File: src/rtl/port_rd_pkg.sv
// Shared types and constants for the per-port read scheduler.
package port_rd_pkg;

    localparam int unsigned DEF_NUM_QUEUES = 8;
    localparam int unsigned DEF_WEIGHT_W   = 4;

    typedef enum logic {
        SCAN   = 1'b0,
        RELOAD = 1'b1
    } state_e;

    function automatic int unsigned qid_w(input int unsigned n);
        return (n < 2) ? 1 : $clog2(n);
    endfunction

endpackage

File: src/rtl/prio_enc_lsb.sv
// Lowest-index-first priority encoder: index of the lowest set request bit.
module prio_enc_lsb #(
    parameter int unsigned WIDTH = 8,
    parameter int unsigned IDX_W = 3
) (
    input  logic [WIDTH-1:0] req_i,
    output logic [IDX_W-1:0] idx_o,
    output logic             any_o
);

    always_comb begin
        idx_o = '0;
        any_o = 1'b0;
        for (int unsigned i = 0; i < WIDTH; i++) begin
            if (req_i[i] && !any_o) begin
                idx_o = IDX_W'(i);
                any_o = 1'b1;
            end
        end
    end

endmodule

File: src/rtl/port_rd_wrr_sched.sv
// Per-port read scheduler: strict priority or credit-based WRR over NUM_QUEUES queues.
// Optional round counter enabled by defining PORT_RD_WRR_STATS_EN.
module port_rd_wrr_sched
    import port_rd_pkg::*;
#(
    parameter int unsigned NUM_QUEUES = DEF_NUM_QUEUES,
    parameter int unsigned WEIGHT_W   = DEF_WEIGHT_W
) (
    input  logic                           clk,
    input  logic                           rst,
    input  logic                           wrr_en,
    input  logic [NUM_QUEUES*WEIGHT_W-1:0] weight,
    input  logic [NUM_QUEUES-1:0]          queue_empty,
    input  logic                           prior_update,
    output logic [qid_w(NUM_QUEUES)-1:0]   prior_next,
    output logic                           prior_valid,
    output logic [15:0]                    round_cnt
);

    localparam int unsigned QID_W = qid_w(NUM_QUEUES);

    state_e              state_q, state_d;
    logic [WEIGHT_W-1:0] credit_q [NUM_QUEUES];
    logic [WEIGHT_W-1:0] credit_d [NUM_QUEUES];
    logic [QID_W-1:0]    prior_next_q, prior_next_d;
    logic                prior_valid_q, prior_valid_d;
    logic                init_q;

    logic [NUM_QUEUES-1:0] elig;
    logic [QID_W-1:0]      sel_idx;
    logic                  sel_any;
    logic                  upd_ok;
    logic                  reload_all;

    always_comb begin
        for (int unsigned i = 0; i < NUM_QUEUES; i++) begin
            elig[i] = ~queue_empty[i] & (~wrr_en | (credit_q[i] != '0));
        end
    end

    prio_enc_lsb #(
        .WIDTH (NUM_QUEUES),
        .IDX_W (QID_W)
    ) u_enc (
        .req_i (elig),
        .idx_o (sel_idx),
        .any_o (sel_any)
    );

    assign upd_ok     = prior_update & prior_valid_q;
    // init_q makes the first post-reset edge load credits from the live weights
    assign reload_all = init_q | ~wrr_en | (state_q == RELOAD);

    always_comb begin
        state_d       = SCAN;
        prior_next_d  = sel_idx;
        prior_valid_d = sel_any & ~upd_ok & ~init_q & (state_q == SCAN);
        case (state_q)
            SCAN:    if (wrr_en && !init_q && !sel_any && !(&queue_empty)) state_d = RELOAD;
            RELOAD:  state_d = SCAN;
            default: state_d = SCAN;
        endcase
    end

    always_comb begin
        for (int unsigned i = 0; i < NUM_QUEUES; i++) begin
            credit_d[i] = credit_q[i];
            if (reload_all) begin
                credit_d[i] = (weight[i*WEIGHT_W +: WEIGHT_W] == '0) ? WEIGHT_W'(1)
                                                                      : weight[i*WEIGHT_W +: WEIGHT_W];
            end else if (upd_ok && (prior_next_q == QID_W'(i)) && (credit_q[i] != '0)) begin
                credit_d[i] = credit_q[i] - WEIGHT_W'(1);
            end
        end
    end

    always_ff @(posedge clk or posedge rst) begin
        if (rst) begin
            state_q       <= SCAN;
            prior_next_q  <= '0;
            prior_valid_q <= 1'b0;
            init_q        <= 1'b1;
            for (int unsigned i = 0; i < NUM_QUEUES; i++) credit_q[i] <= '0;
        end else begin
            state_q       <= state_d;
            prior_next_q  <= prior_next_d;
            prior_valid_q <= prior_valid_d;
            init_q        <= 1'b0;
            for (int unsigned i = 0; i < NUM_QUEUES; i++) credit_q[i] <= credit_d[i];
        end
    end

    assign prior_next  = prior_next_q;
    assign prior_valid = prior_valid_q;

`ifdef PORT_RD_WRR_STATS_EN
    logic [15:0] round_cnt_q;

    always_ff @(posedge clk or posedge rst) begin
        if (rst) begin
            round_cnt_q <= '0;
        end else if (state_q == RELOAD) begin
            round_cnt_q <= round_cnt_q + 16'd1;
        end
    end

    assign round_cnt = round_cnt_q;
`else
    assign round_cnt = '0;
`endif

endmodule

File: config.mk
export PLATFORM = sky130hd
export DESIGN_NAME = port_rd_wrr_sched
export DESIGN_NICKNAME = d
export VERILOG_FILES = /design/src/rtl/port_rd_pkg.sv /design/src/rtl/prio_enc_lsb.sv /design/src/rtl/port_rd_wrr_sched.sv
export SDC_FILE = /design/constraint.sdc
export NUM_CORES = 1
export LEC_CHECK = 0
export BUFFER_PORTS_ARGS = -buffer_cell sky130_fd_sc_hd__buf_2
export CORE_MARGIN = 2
export CORE_UTILIZATION = 49
export DETAILED_ROUTE_END_ITERATION = 10
export GPL_TIMING_DRIVEN = 0
export PLACE_DENSITY = 0.76
export SLEW_MARGIN = 5
export SYNTH_ARGS = -nofsm -noshare
export SYNTH_HDL_FRONTEND = slang
export SYNTH_SLANG_ARGS = --single-unit
export TNS_END_PERCENT = 50
File: constraint.sdc
create_clock -name clk -period 1.77 [get_ports clk]
set_clock_uncertainty 0.2 [all_clocks]
set_input_delay 0.0885 -clock clk [delete_from_list [all_inputs] [get_ports clk]]
set_output_delay 0.0885 -clock clk [all_outputs]
set_load 0.02 [all_outputs]
After elaboration in Yosys (flattened, before gate mapping) --
Cells that the tools add are included.
Operators by class: muxes and demuxes 41, reduce and logical (&&, ||, !) cells 62, $add $sub $neg 8, bitwise operators 34, equal/unequal tests 7
Operators by type and width (number):
- $mux 4 | 24
- $logic_not 4->1 | 8
- $reduce_bool 4->1 | 8
- $sub 4x1->4 const B | 8
- $logic_and 1x1->1 | 26
- $reduce_bool 2->1 | 8
- $and 1x1->1 | 12
- $eq 3x3->1 const B | 4
- $mux 3 | 4
- $not 1->1 | 12
- $logic_not 1->1 | 10
- $mux 1 | 10
- $or 1x1->1 | 10
- $reduce_and 8->1 | 1
- $eq 3x2->1 const B | 2
- $mux 2 | 2
- $eq 3x1->1 const B | 1
- $logic_not 3->1 | 1
- $pmux 1 s2 | 1
Storage, ports and cells: logic and storage cells 164, output and inout port bits 20, register bits 38

Depth between registers and ports, before layout --
depth after elaboration 30, mapped depth 6, mapped depth without buffers 6

Hierarchy --
Synthesis repeated with hierarchy kept, for this count alone.
Unflattened totals: cell total of the unflattened synthesis 307, area total of the unflattened synthesis 2588.7 um^2
By module, submodules not included:
- port_rd_wrr_sched | times used 1, sequential area each 952.2 um^2, cells an instance 293, area an instance 2506.2 um^2
- prio_enc_lsb | times used 1, sequential area each 0.0 um^2, cells an instance 14, area an instance 82.6 um^2

Least setup slack after synthesis --
No wires, ideal clock.
path kind reg2reg, start register credit_q[4] (netlist bit), end register credit_q[5] (netlist bit), buffers on the path 0, arrival time 1609 ps, cell stages (with the launch flop) 7, clock period less this slack 1934 ps, data required time 1445 ps, setup slack -164 ps, cells stage by stage dfrtp_1 > inv_1 > ha_1 > nor3b_1 > nor3_1 > mux2i_1 > mux2_2
On the way: longest elaborated chain between the ends 3
RTL lines:
- start, declared | RTL line port_rd_wrr_sched.sv:23 | logic [WEIGHT_W-1:0] credit_q [NUM_QUEUES];
- $sub 4x1->4 or $reduce_bool 4->1 (tied branches) | RTL line port_rd_wrr_sched.sv:72, port_rd_wrr_sched.sv:71
- $mux 4 or $logic_and 1x1->1 (tied branches) | RTL line port_rd_wrr_sched.sv:71 | end else if (upd_ok && (prior_next_q == QID_W'(i)) && (credit_q[i] != '0)) begin
- $mux 4 or $reduce_bool 2->1 (tied branches)
Parallel ways exist; a longest one is shown, timed or not. The select of a mux whose other input is x is not followed. A chain may end at the register's enable or synchronous reset.

Final worst setup path --
start register credit_q[24] (netlist bit), end register prior_next_q[0], in the netlist prior_next[0]
On the way: longest elaborated chain between the ends 23
RTL lines:
- $reduce_bool 4->1 * | RTL line port_rd_wrr_sched.sv:37 | elig[i] = ~queue_empty[i] & (~wrr_en | (credit_q[i] != '0));
- $or 1x1->1 * | RTL line port_rd_wrr_sched.sv:37
- $and 1x1->1 * | RTL line port_rd_wrr_sched.sv:37
- $logic_and 1x1->1 * | RTL line prio_enc_lsb.sv:15 | if (req_i[i] && !any_o) begin
- $mux 1 | RTL line prio_enc_lsb.sv:15
- $logic_not 1->1 | RTL line prio_enc_lsb.sv:15
- $logic_and 1x1->1 | RTL line prio_enc_lsb.sv:15
- $mux 1 | RTL line prio_enc_lsb.sv:15
- (+8 left out)
- $mux 1 | RTL line prio_enc_lsb.sv:15
- $logic_not 1->1 | RTL line prio_enc_lsb.sv:15
- $logic_and 1x1->1 | RTL line prio_enc_lsb.sv:15
- $mux 1 | RTL line prio_enc_lsb.sv:15
- $logic_not 1->1 | RTL line prio_enc_lsb.sv:15
- $logic_and 1x1->1 | RTL line prio_enc_lsb.sv:15
- $mux 3 * | RTL line prio_enc_lsb.sv:15
- net prior_next_d[0] | RTL line port_rd_wrr_sched.sv:25 | logic [QID_W-1:0] prior_next_q, prior_next_d;
- end signal, assigned | RTL line port_rd_wrr_sched.sv:86 | prior_next_q <= prior_next_d;
- end, declared | RTL line port_rd_wrr_sched.sv:25
The timed path passes the listed nets; every way through them passes the cells marked *.

==> flow_summary.ini <==
[run_status]
status = complete, but fails checks
violations = setup timing

[synth]
synth_top_area_cell = dfrtp_1
synth_edf_count = 0
synth_commonest_cells = dfrtp_1, a21oi_1, nor2_1, xnor2_1, nor3_1
post_synth_instance_area_um2 = 2780
synth_top_area_share = 0.3330
postSynthAreaPerCell_um2 = 9.929
yosysWarnings = 0
yosysSeqAreaShare = 0.3425
synth_most_common_cell = dfrtp_1
synthFlopType = dfrtp_1
yosysUniqueCellTypes = 43
ys_seq_elements = 38
async_reset_ff_frac = 1.000
synth_cells = 280
synthTopCellsByArea = dfrtp_1, xnor2_1, ha_1, a21oi_1, buf_4

[clock_tree]
cts_max_level = 2
cts_root_buffer = clkbuf_8
numCtsBuffers = 5
cts_tree = done
clock_latency_ns = 0.30
clock_sinks = 38
clock_path_buffers = 2
clk_pin_slew_ns = 0.08

[worst_setup_path]
slowest_stage = dfrtp_1
worstSetupEndpointType = register
start_kind = register
reg2regPathDepth = 6
path_cells = inv_2 -> ha_4 -> nor3b_4 -> a21oi_2 -> nor4_2 -> a22o_1
r2r_slack_ns = -0.09
r2r_start = credit_q[24]$_DFFE_PP0P_
max_stage_delay_ns = 0.42
arrival_ns = 1.89
crit_type = reg2reg
path_max_fanout = 4
critPathTopFamily = simple AND/OR/NAND/NOR gates
required_ns = 1.80
rr_endpoint = prior_next[0]$_DFF_PP0_
worst-path-buf-inv = 1

[global_routing]
grt.overflow.total = 0
grt_pass1_vias = 2671
grt_pass1_wl_um = 11780
grt_antenna_before_repair = 0
grt_max_degree = 39
grt.total_usage = 0.2391

[placement]
dp.cells = 414
dp_slack_ns = -0.2845
place.gp.congestion = 0.8445
hpwl_um = 4729
portBuffers = 46

[die]
io_pins = 64
row_count = 27
die_area_um2 = 6292
fp.coreArea_um2 = 5507
die_x_um = 79.33
die_height_um = 79.33
initial_core_util = 0.5049

[timing]
setup_viol = 7
rsz0062_at_grt = true
slew_headroom = 0.4357
setup_ws_ns = -0.08685
fin_crit_sh = 1.049
period_minus_slack_ns = 1.857
fmax_mhz = 538.5
tightest_slew_ns = 0.8453
hold_viol_final = 0
maxSlewViolCount = 0

[run]
drv_cap = 0

[route]
wl_per_cell_um = 16.89
drc = 0
drtIter0Drc = 124
drt-pass1-iter-count = 4
wl_um = 8226
ant_nets = 0
vias = 2555
vias_per_cell = 5.246

[hold_path]
hold_path_depth = 4
hp-class = in2reg
whs_endpoint = prior_next[2]$_DFF_PP0_
hp-start = queue_empty[6]

[layout]
nFillCells = 354
fin_cells = 487
regArea_um2 = 955.9
multi_input_comb_area_um2 = 2018
syn2layout_area_growth_pct = 52.61
drive_gt1_frac = 0.4771
antenna_cells = 0
post-route-util = 0.7705
nets = 474

[power]
powerDensity_nw_per_um2 = 572.2
leakagePower_nw = 1.806
report.power.total_mw = 2.428
peakVddDrop_mv = 0.3345
per-stage QoR:
stage                     cell area (um^2)  hold slack [ns]  TNS (ns)
after floorplan                       2855          0.03901   -0.1002
after global placement                3176           0.1393    -3.207
after detailed placement              3176          0.09691    -3.973
after CTS                             3896         0.001619  -0.04199
after global routing                  4243          0.02022    -1.179
final                                 4243          0.02021   -0.2771
worst min-delay path, cell delays in order:
cell	delay, ns
buf_2	0.11
o22ai_2	0.08
nor2_2	0.13
nor2b_1	0.07
cells in the final DEF, fill, tap and decap left out, types with 15 or more instances in the layout:
cell,netlist,final
dfrtp_1,37,34
a21oi_1,30,26
conb_1,1,17
inv_2,0,15
xnor2_1,24,23
nor3_1,20,17
dlygate4sd3_1,0,36
nor2_1,24,23
buf_4,17,48
buf_2,3,48
worst max-delay path by stage:
stage                             start                       to  slack [ns]  depth (start not counted)
6_report       credit_q[24]$_DFFE_PP0P_  prior_next[0]$_DFF_PP0_       -0.09                          6
5_1_grt        credit_q[24]$_DFFE_PP0P_  prior_next[0]$_DFF_PP0_       -0.13                          6
4_1_cts        credit_q[24]$_DFFE_PP0P_  prior_next[0]$_DFF_PP0_       -0.02                          6
3_5_place_dp   credit_q[16]$_DFFE_PP0P_  prior_next[0]$_DFF_PP0_       -0.28                          6
3_3_place_gp   credit_q[16]$_DFFE_PP0P_        state_q$_DFF_PP0_       -0.24                          6
2_1_floorplan   credit_q[0]$_DFFE_PP0P_  credit_q[1]$_DFFE_PP0P_       -0.04                          6
per-layer routing:
metal  global-route usage  wire (um)  vias up
li1                     -          -     1221
met1               0.2611       3263     1233
met5                    0          0        -
met2               0.4585       4460       78
met4              0.08966        202        0
met3              0.03864        300       23
area by class of cell:
| cell class | count | share of cell area |
|---|---|---|
| buffer | 26 | 0.04718 |
| clock buffer | 7 | 0.02035 |
| clock inverter | 1 | 0.001180 |
| inverter | 19 | 0.01681 |
| multi-input combinational | 212 | 0.4757 |
| sequential | 38 | 0.2253 |
| tap | 72 | 0.02123 |
| timing repair buffer | 112 | 0.1923 |
registers in the layout, indices dropped and copies added (netlist names):
register and cells:
credit_q 32, prior_next 3, init_q 1, prior_valid 1, state_q 1
kinds of logic (layout without fill, tap and decap cells):
family,after synthesis,after routing,synth area share
adders and majority gates,16,16,0.07201
DFF,38,38,0.3425
xor gates and xnor gates,24,24,0.07561
buffers and inverters,46,165,0.09225
and+or+nand+nor,103,103,0.2858
other,1,17,0.001349
AOI/OAI and AO/OA,38,38,0.07651
muxes,14,14,0.05401
report_power, final:
part	leakage, nW	switching [mW]	internal [mW]	total (mW)
clock	0.0482	0.322	0.315	0.637
sequential	0.436	0.0949	0.940	1.04
combinational	1.32	0.373	0.383	0.756
total	1.81	0.789	1.64	2.43
repair_timing:
item,4_1_cts,5_1_grt
pin swaps,8,13
setup endpoints to repair,37,35
endpoints found under the hold margin,72,0
setup buffers,13,17
hold buffers,36,0
gates resized for setup,36,52
Note: power is estimated with default switching activity, not from simulation.
